==> config.mk <==
export PLATFORM = sky130hd
export DESIGN_NAME = mux_n_1_stream_flat
export DESIGN_NICKNAME = d
export VERILOG_FILES = /design/src/rtl/mux_n_1_stream_pkg.sv /design/src/rtl/mux_n_1_stream_if.sv /design/src/rtl/mux_n_1_comb.sv /design/src/rtl/mux_n_1_stream.sv /design/src/flat_wrapper.sv
export SDC_FILE = /design/constraint.sdc
export NUM_CORES = 1
export LEC_CHECK = 0
export BUFFER_PORTS_ARGS = -buffer_cell sky130_fd_sc_hd__buf_2
export CORE_AREA = 2 2 39 41
export DETAILED_ROUTE_END_ITERATION = 8
export DIE_AREA = 0 0 41 43
export GPL_TIMING_DRIVEN = 1
export PLACE_DENSITY = 0.76
export SYNTH_ARGS = -nofsm -noshare
export SYNTH_HDL_FRONTEND = slang
export SYNTH_SLANG_ARGS = --single-unit
export TNS_END_PERCENT = 100
==> constraint.sdc <==
create_clock -name clk -period 3.46 [get_ports clk]
set_clock_uncertainty 0.05 [all_clocks]
set_input_delay 0.173 -clock clk [delete_from_list [all_inputs] [get_ports clk]]
set_output_delay 0.173 -clock clk [all_outputs]
set_load 0.02 [all_outputs]
==> src/rtl/mux_n_1_stream_pkg.sv <==
// mux_n_1_stream_pkg: shared state encoding and default sizes for the stream mux.
package mux_n_1_stream_pkg;
   localparam int DEF_WIDTH = 2;
   localparam int DEF_N_CH  = 4;
   typedef enum logic {MUXS_IDLE = 1'b0, MUXS_LOCKED = 1'b1} state_t;
endpackage

==> src/rtl/mux_n_1_stream_if.sv <==
// mux_n_1_stream_if: producer-side channels and consumer-side output of the stream mux.
interface mux_n_1_stream_if
   import mux_n_1_stream_pkg::*;
   #(parameter int WIDTH = DEF_WIDTH, parameter int N_CH = DEF_N_CH);
   logic [N_CH*WIDTH-1:0] in_data;
   logic [N_CH-1:0]       in_valid;
   logic [N_CH-1:0]       in_last;
   logic [N_CH-1:0]       in_ready;
   logic [WIDTH-1:0]      out_data;
   logic                  out_valid;
   logic                  out_last;
   logic                  out_ready;
   modport master (output in_data, in_valid, in_last, out_ready,
                   input in_ready, out_data, out_valid, out_last);
   modport slave (input in_data, in_valid, in_last, out_ready,
                  output in_ready, out_data, out_valid, out_last);
endinterface

==> src/rtl/mux_n_1_comb.sv <==
// mux_n_1_comb: combinational WIDTH-bit N_CH:1 selector; out-of-range select yields zero.
module mux_n_1_comb
   import mux_n_1_stream_pkg::*;
   #(parameter int WIDTH = DEF_WIDTH, parameter int N_CH = DEF_N_CH, parameter int SEL_W = 2)
   (input  logic [N_CH*WIDTH-1:0] din,
    input  logic [SEL_W-1:0]      sel,
    output logic [WIDTH-1:0]      dout);
   always_comb begin
      dout = '0;
      for (int i = 0; i < N_CH; i++) dout = (sel == SEL_W'(i)) ? din[i*WIDTH +: WIDTH] : dout;
   end
endmodule

==> src/rtl/mux_n_1_stream.sv <==
// mux_n_1_stream: packet-locked N_CH:1 stream mux with registered output stage.
// Optional round-robin IDLE selection under MUX_N_1_STREAM_RR_EN (adds rr_mode).
module mux_n_1_stream
   import mux_n_1_stream_pkg::*;
   #(parameter int WIDTH = DEF_WIDTH, parameter int N_CH = DEF_N_CH, parameter int SEL_W = 2)
   (input  logic             clk,
    input  logic             reset_L,
    mux_n_1_stream_if.slave  s,
`ifdef MUX_N_1_STREAM_RR_EN
    input  logic             rr_mode,
`endif
    input  logic [SEL_W-1:0] sel,
    output logic [SEL_W-1:0] active_ch,
    output logic             err_sel);
   state_t           state, state_nx;
   logic             ld, sel_ok, pick_ok, xfer, rr, rr_hit, mux_last;
   logic [SEL_W-1:0] eff_ch, rr_ch;
   logic [WIDTH-1:0] mux_data;
`ifdef MUX_N_1_STREAM_RR_EN
   assign rr = rr_mode;
   // Descending distance so the nearest valid channel after active_ch wins.
   always_comb begin
      rr_ch  = active_ch;
      rr_hit = 1'b0;
      for (int k = N_CH; k >= 1; k--)
         for (int i = 0; i < N_CH; i++)
            if ((int'(active_ch) + k) % N_CH == i && s.in_valid[i]) begin
               rr_ch  = SEL_W'(i);
               rr_hit = 1'b1;
            end
   end
`else
   assign rr     = 1'b0;
   assign rr_ch  = '0;
   assign rr_hit = 1'b0;
`endif
   always_comb begin
      ld       = !s.out_valid || s.out_ready;
      sel_ok   = int'(sel) < N_CH;
      eff_ch   = (state == MUXS_LOCKED) ? active_ch : rr ? rr_ch : sel;
      pick_ok  = (state == MUXS_LOCKED) || (rr ? rr_hit : sel_ok);
      s.in_ready = '0;
      for (int i = 0; i < N_CH; i++) s.in_ready[i] = reset_L && ld && pick_ok && eff_ch == SEL_W'(i);
      xfer     = |(s.in_ready & s.in_valid);
      state_nx = xfer ? (mux_last ? MUXS_IDLE : MUXS_LOCKED) : state;
   end
   mux_n_1_comb #(.WIDTH(WIDTH), .N_CH(N_CH), .SEL_W(SEL_W)) u_data
      (.din(s.in_data), .sel(eff_ch), .dout(mux_data));
   mux_n_1_comb #(.WIDTH(1), .N_CH(N_CH), .SEL_W(SEL_W)) u_last
      (.din(s.in_last), .sel(eff_ch), .dout(mux_last));
   always_ff @(posedge clk or negedge reset_L)
      if (!reset_L) state <= MUXS_IDLE;
      else state <= state_nx;
   always_ff @(posedge clk or negedge reset_L)
      if (!reset_L) begin
         active_ch   <= '0;
         err_sel     <= 1'b0;
         s.out_data  <= '0;
         s.out_valid <= 1'b0;
         s.out_last  <= 1'b0;
      end else begin
         if (xfer) begin
            active_ch   <= eff_ch;
            s.out_data  <= mux_data;
            s.out_last  <= mux_last;
            s.out_valid <= 1'b1;
         end else if (s.out_ready) s.out_valid <= 1'b0;
         if (state == MUXS_IDLE && !rr && !sel_ok) err_sel <= 1'b1;
      end
endmodule

==> src/flat_wrapper.sv <==
// flat-port wrapper written by rule: the top's interface ports become plain ports
module mux_n_1_stream_flat import mux_n_1_stream_pkg::*;
#(parameter int WIDTH = DEF_WIDTH, parameter int N_CH = DEF_N_CH, parameter int SEL_W = 2)
  (clk, reset_L, sel, active_ch, err_sel, s_in_data, s_in_valid, s_in_last, s_out_ready, s_in_ready, s_out_data, s_out_valid, s_out_last);
  mux_n_1_stream_if #(.WIDTH(WIDTH), .N_CH(N_CH)) s_i ();
  input  logic clk;
  input  logic reset_L;
  input  logic [SEL_W-1:0] sel;
  output logic [SEL_W-1:0] active_ch;
  output logic err_sel;
  input wire logic [$bits(s_i.in_data)-1:0] s_in_data;
  input wire logic [$bits(s_i.in_valid)-1:0] s_in_valid;
  input wire logic [$bits(s_i.in_last)-1:0] s_in_last;
  input wire logic [$bits(s_i.out_ready)-1:0] s_out_ready;
  output wire logic [$bits(s_i.in_ready)-1:0] s_in_ready;
  output wire logic [$bits(s_i.out_data)-1:0] s_out_data;
  output wire logic [$bits(s_i.out_valid)-1:0] s_out_valid;
  output wire logic [$bits(s_i.out_last)-1:0] s_out_last;
  assign s_i.in_data = s_in_data;
  assign s_i.in_valid = s_in_valid;
  assign s_i.in_last = s_in_last;
  assign s_i.out_ready = s_out_ready;
  assign s_in_ready = s_i.in_ready;
  assign s_out_data = s_i.out_data;
  assign s_out_valid = s_i.out_valid;
  assign s_out_last = s_i.out_last;
  mux_n_1_stream #(.WIDTH(WIDTH), .N_CH(N_CH), .SEL_W(SEL_W)) u_core (.clk(clk), .reset_L(reset_L), .s(s_i), .sel(sel), .active_ch(active_ch), .err_sel(err_sel));
endmodule
Word level (Yosys, flattened, before mapping)
Cells that the tools add are included.

cells by class
  multiplexer cells = 12
  eq/ne operators = 3
  bitwise gates (word level) = 1
  reduce and logical (&&, ||, !) cells = 10

operators by type and width
  cell                  count
  $mux W2               5
  $mux W1               7
  $logic_and A1 B1 Y1   5
  $and A4 B4 Y4         1
  $eq A2 B2 Y1 const B  2
  $reduce_or A4 Y1      1
  $eq A2 B1 Y1 const B  1
  $logic_not A2 Y1      1
  $reduce_bool A2 Y1    1
  $logic_not A1 Y1      1
  $logic_or A1 B1 Y1    1

storage, ports and cells
  output and inout port bits = 11
  register bits = 7
  input port bits = 21
  word-level logic and storage cells = 31

Depth between registers and ports, before layout
  depth in word-level cells = 7
  depth in mapped cells = 4
  depth with buffers taken out = 4

Modules after synthesis
From an unflattened synthesis, not the netlist that was laid out.

second synthesis, totals
  cell total of the unflattened synthesis = 37
  area, all modules = 471.7 µm²

by module, submodules not included
  module                        cells an instance  area an instance (µm²)  times used  seq. area each (µm²)
  mux_n_1_stream                34                 396.6                   1           175.2
  mux_n_1_comb (u_core.u_data)  2                  52.6                    1           0.0
  mux_n_1_comb (u_core.u_last)  1                  22.5                    1           0.0

Least setup slack after synthesis
OpenSTA, ideal clock, no wires.

  kind = register -> register
  from = register u_core.state
  to = register u_core.active_ch[0]
  data required time = 3,285 ps
  slack = 1,661 ps
  period minus slack after synthesis = 1,799 ps
  cell stages (with the launch flop) = 5
  setup time = 125 ps
  data arrival time = 1,625 ps
  buffers on the path = 0
  cells stage by stage = dfrtp_1 > mux2i_4 > nand3_4 > o22ai_4 > mux2_2

on the way
  longest elaborated chain between the ends = 5
  elaborated cells on any way between the ends = 11
  those cells by class = eq/ne (3); mux (1); bitwise (1); reduce/logical (6)

RTL lines
  item                                  line                  source
  start, declared                       mux_n_1_stream.sv:15  state_t state, state_nx;
  start signal, assigned                mux_n_1_stream.sv:53  else state <= state_nx;
  $mux W2 *                             mux_n_1_stream.sv:40  eff_ch = (state == MUXS_LOCKED) ? active_ch : rr ? rr_ch : sel;
  $eq A2 B1 Y1 (tied with other cells)  mux_n_1_stream.sv:43  for (int i = 0; i < N_CH; i++) s.in_ready[i] = reset_L && ld && pick_ok && eff_ch == SEL_W'(i);
  $logic_and A1 B1 Y1                   mux_n_1_stream.sv:43
  $and A4 B4 Y4                         mux_n_1_stream.sv:44  xfer = |(s.in_ready & s.in_valid);
  $reduce_or A4 Y1                      mux_n_1_stream.sv:44
  end signal, assigned                  mux_n_1_stream.sv:63  active_ch <= eff_ch;
  end, declared                         mux_n_1_stream.sv:13  output logic [SEL_W-1:0] active_ch,

Mark *: on every way between the ends. The rest lies on a longest branch, timed or not.
A chain may end at the register's enable or synchronous reset.

Worst setup path after layout
Ends and elaborated chain as after synthesis.

==> impl_results.md <==
- FP Rows: 14
- Vias: 413
- Setup-failing EPs final: 0
- CP Max Fanout: 8
- Initial antenna violation count: 0
- Synth Area in Adders: 0
- Fmax achieved: around 500 MHz
- Vias in the first global route: roughly 390
- Ports: 32
- GRT Resource Usage Total: 0.1416
- Outcome: finished, final reports clean
- Via/cell ratio: 4.589
- Core area: 0.001384 mm2
- Clk root buf: clkbuf_4
- Area grow syn2layout: 39.26%
- Global-route wire length before repair: about 1.6 mm
- Netlist cell types: 15
- CTS Buf Count: 3
- CTS Buffer Depth: 2
- Pleak: 0.3750 nW
- Warnings from Yosys: 0
- Latest clock arrival within the worst-skew pair: 250 ps
- Filler instances: 123
- Largest family of logic cells by synthesized area: multiplexers
- Simple-gate area share of the yosys netlist: 0.1284
- Worst setup margin: between 1000 and 1500 ps
- Share of cells above drive strength 1: 0.5946
- XOR/XNOR Fraction of Synth Area: 0
- Largest net degree at the start of global routing: 10
- Reg2Reg Depth: 4
- Crit Path Class: reg2reg
- Initial core utilization: 0.3662
- Worst hold path cell count: 3
- Dpl ws: approximately 1500 ps
- Mux cell area share after synthesis: 0.4370
- Overflow after GRT: 0
- Sink Count: 7
- Antenna Diode Count: 0
- # port buffers: 30
- Number of remaining DRC errors: 0
- Layout net count: 96
- Period utilization: 0.5701
- RSZ-0062 raised after global routing: no
- Setup TNS: 0 ps
- Chip width: 41 um
- Syn Std Cell Area: about 510 um2
- Placer Congestion: 0.6988
- CTS tree: yes
- Power Dens Cells: approximately 870 mW/mm2
- Seq/Total Area, Yosys: 0.3457
- Die height: 43 um
- Hold/Removal Path Class: in2reg
- Layout Utilization: 0.5099
- Die area: 0.001763 mm2
- HPWL Detailed: 842 um
- Final Max Slew Viols: 0
- Crit path capture type: flip-flop
- Post-CTS Resized: 0
- Initial DRC count: 5
- Final Critical Period: 1973 ps
- Max-slew headroom: 0.6158
- Complex-gate fraction of the synthesized area: 0.05926
- Routed wire per std cell: 11.68 um
- Critical path data arrival time: 2060 ps
- Syn nets: approximately 60
- Hold Fails Final Rpt: 0
- Post-Route WL: between 1 and 1.5 mm
- Syn Inst Count: 40
- H-tree Lvls: 1
- Setup crit start kind: flip-flop
- Clk slew on worst S/H paths: 50 ps
- Slew @ Worst Pin: 560.3 ps
- Synth Register Bits: 7
- Mean Syn Cell Area: 12.67 um2
- Max Cap Violations: 0
- Critical Path RT: 3540 ps
- Post-route ant nets: 0
- First-pass detailed-route iteration total: 4
- Max VDD drop: 0.3010 mV
registers in the layout, indices dropped and copies added, names as in the netlist:
name	count
u_core.state	1
u_core.s.out_last	1
u_core.s.out_valid	1
u_core.active_ch	2
u_core.s.out_data	2
Yosys cell counts:
library cell	number	area, um2
mux2i_4	1	22.52
nand3b_4	1	20.02
nand3_4	1	17.52
mux2_2	4	45.04
nand2b_1	2	12.51
mux2i_1	11	110.1
mux2i_2	1	13.76
inv_1	1	3.750
nor2_1	4	15.01
buf_4	1	7.510
dfrtp_1	7	175.2
o22ai_4	1	20.02
conb_1	1	3.750
mux2_4	2	30.03
o21ai_0	2	10.01
worst max-delay path, cell delays in order (launching register included):
cell and delay, ps:
dfrtp_1 480, mux2i_4 500, nand3_4 160, o22ai_4 300, mux2_2 370
final cells by class:
type / instances / area [um2] / area share
multi-input cells: 31 / 320.3 / 0.4539
flip-flops and latches: 7 / 175.2 / 0.2482
repair buffers: 31 / 160.2 / 0.2270
clock buffers: 4 / 26.28 / 0.03723
well taps: 16 / 20.02 / 0.02837
inverters: 1 / 3.754 / 0.005319
per-layer routing:
| metal | up-vias | GRT usage | part of all wire |
|---|---|---|---|
| met1 | 183 | 0.1743 | 0.40 |
| li1 | 211 | - | - |
| met4 | 0 | 0.02000 | 0 |
| met3 | 0 | 0.09424 | 0.11 |
| met2 | 19 | 0.2063 | 0.48 |
| met5 | - | 0 | 0 |
cell usage in the layout, fill, tap and decap left out, types with 2 or more instances in the layout:
cell type / netlist / routed
mux2_2: 4 / 4
o21ai_0: 2 / 2
nor2_1: 4 / 4
nand2b_1: 2 / 2
dfrtp_1: 7 / 7
mux2_4: 2 / 2
mux2i_1: 11 / 11
clkbuf_4: 0 / 3
buf_2: 0 / 30
metrics by stage:
step	std cells	instance area, um2	power [mW]	hold slack (ps)
after floorplan	40	506.7	0.4481	-172.6
after global placement	85	669.4	0.5339	0.2310
after detailed placement	85	669.4	0.5424	5.115
after CTS	90	705.7	0.6227	215.1
after global routing	90	705.7	0.6595	254.1
final	90	705.7	0.6129	222.7
power by group:
group | internal [mW] | total [mW] | switching [mW]
logic | 0.182 | 0.376 | 0.194
registers | 0.125 | 0.161 | 0.0369
clock network | 0.0441 | 0.0756 | 0.0315
cell families after synthesis:
logic type / after synthesis
multiplexers: 19
flip-flops: 7
AO/OA/AOI/OAI: 3
buffers and inverters: 2
AND/OR/NAND/NOR: 8
other: 1
path summary, 6_finish.rpt:
| check | from | slack (ps) | to |
|---|---|---|---|
| setup reg to reg | u_core.state$_DFFE_PN0P_ | 1490 | u_core.active_ch[0]$_DFFE_PN0P_ |
| max in group asynchronous | reset_L | 2880 | u_core.s.out_valid$_DFFE_PN0P_ |
| hold / removal | s_in_valid[3] | 220 | u_core.active_ch[1]$_DFFE_PN0P_ |
| hold reg to reg | u_core.s.out_data[0]$_DFFE_PN0P_ | 460 | u_core.s.out_data[0]$_DFFE_PN0P_ |
| setup / recovery | u_core.state$_DFFE_PN0P_ | 1490 | u_core.active_ch[0]$_DFFE_PN0P_ |
| min in group asynchronous | reset_L | 270 | u_core.active_ch[1]$_DFFE_PN0P_ |
repair_timing:
item,in CTS,in global routing
hold buffers,1,0
setup buffers,0,0
endpoints found under the hold margin,7,0
(Power assumes the default switching activity.)
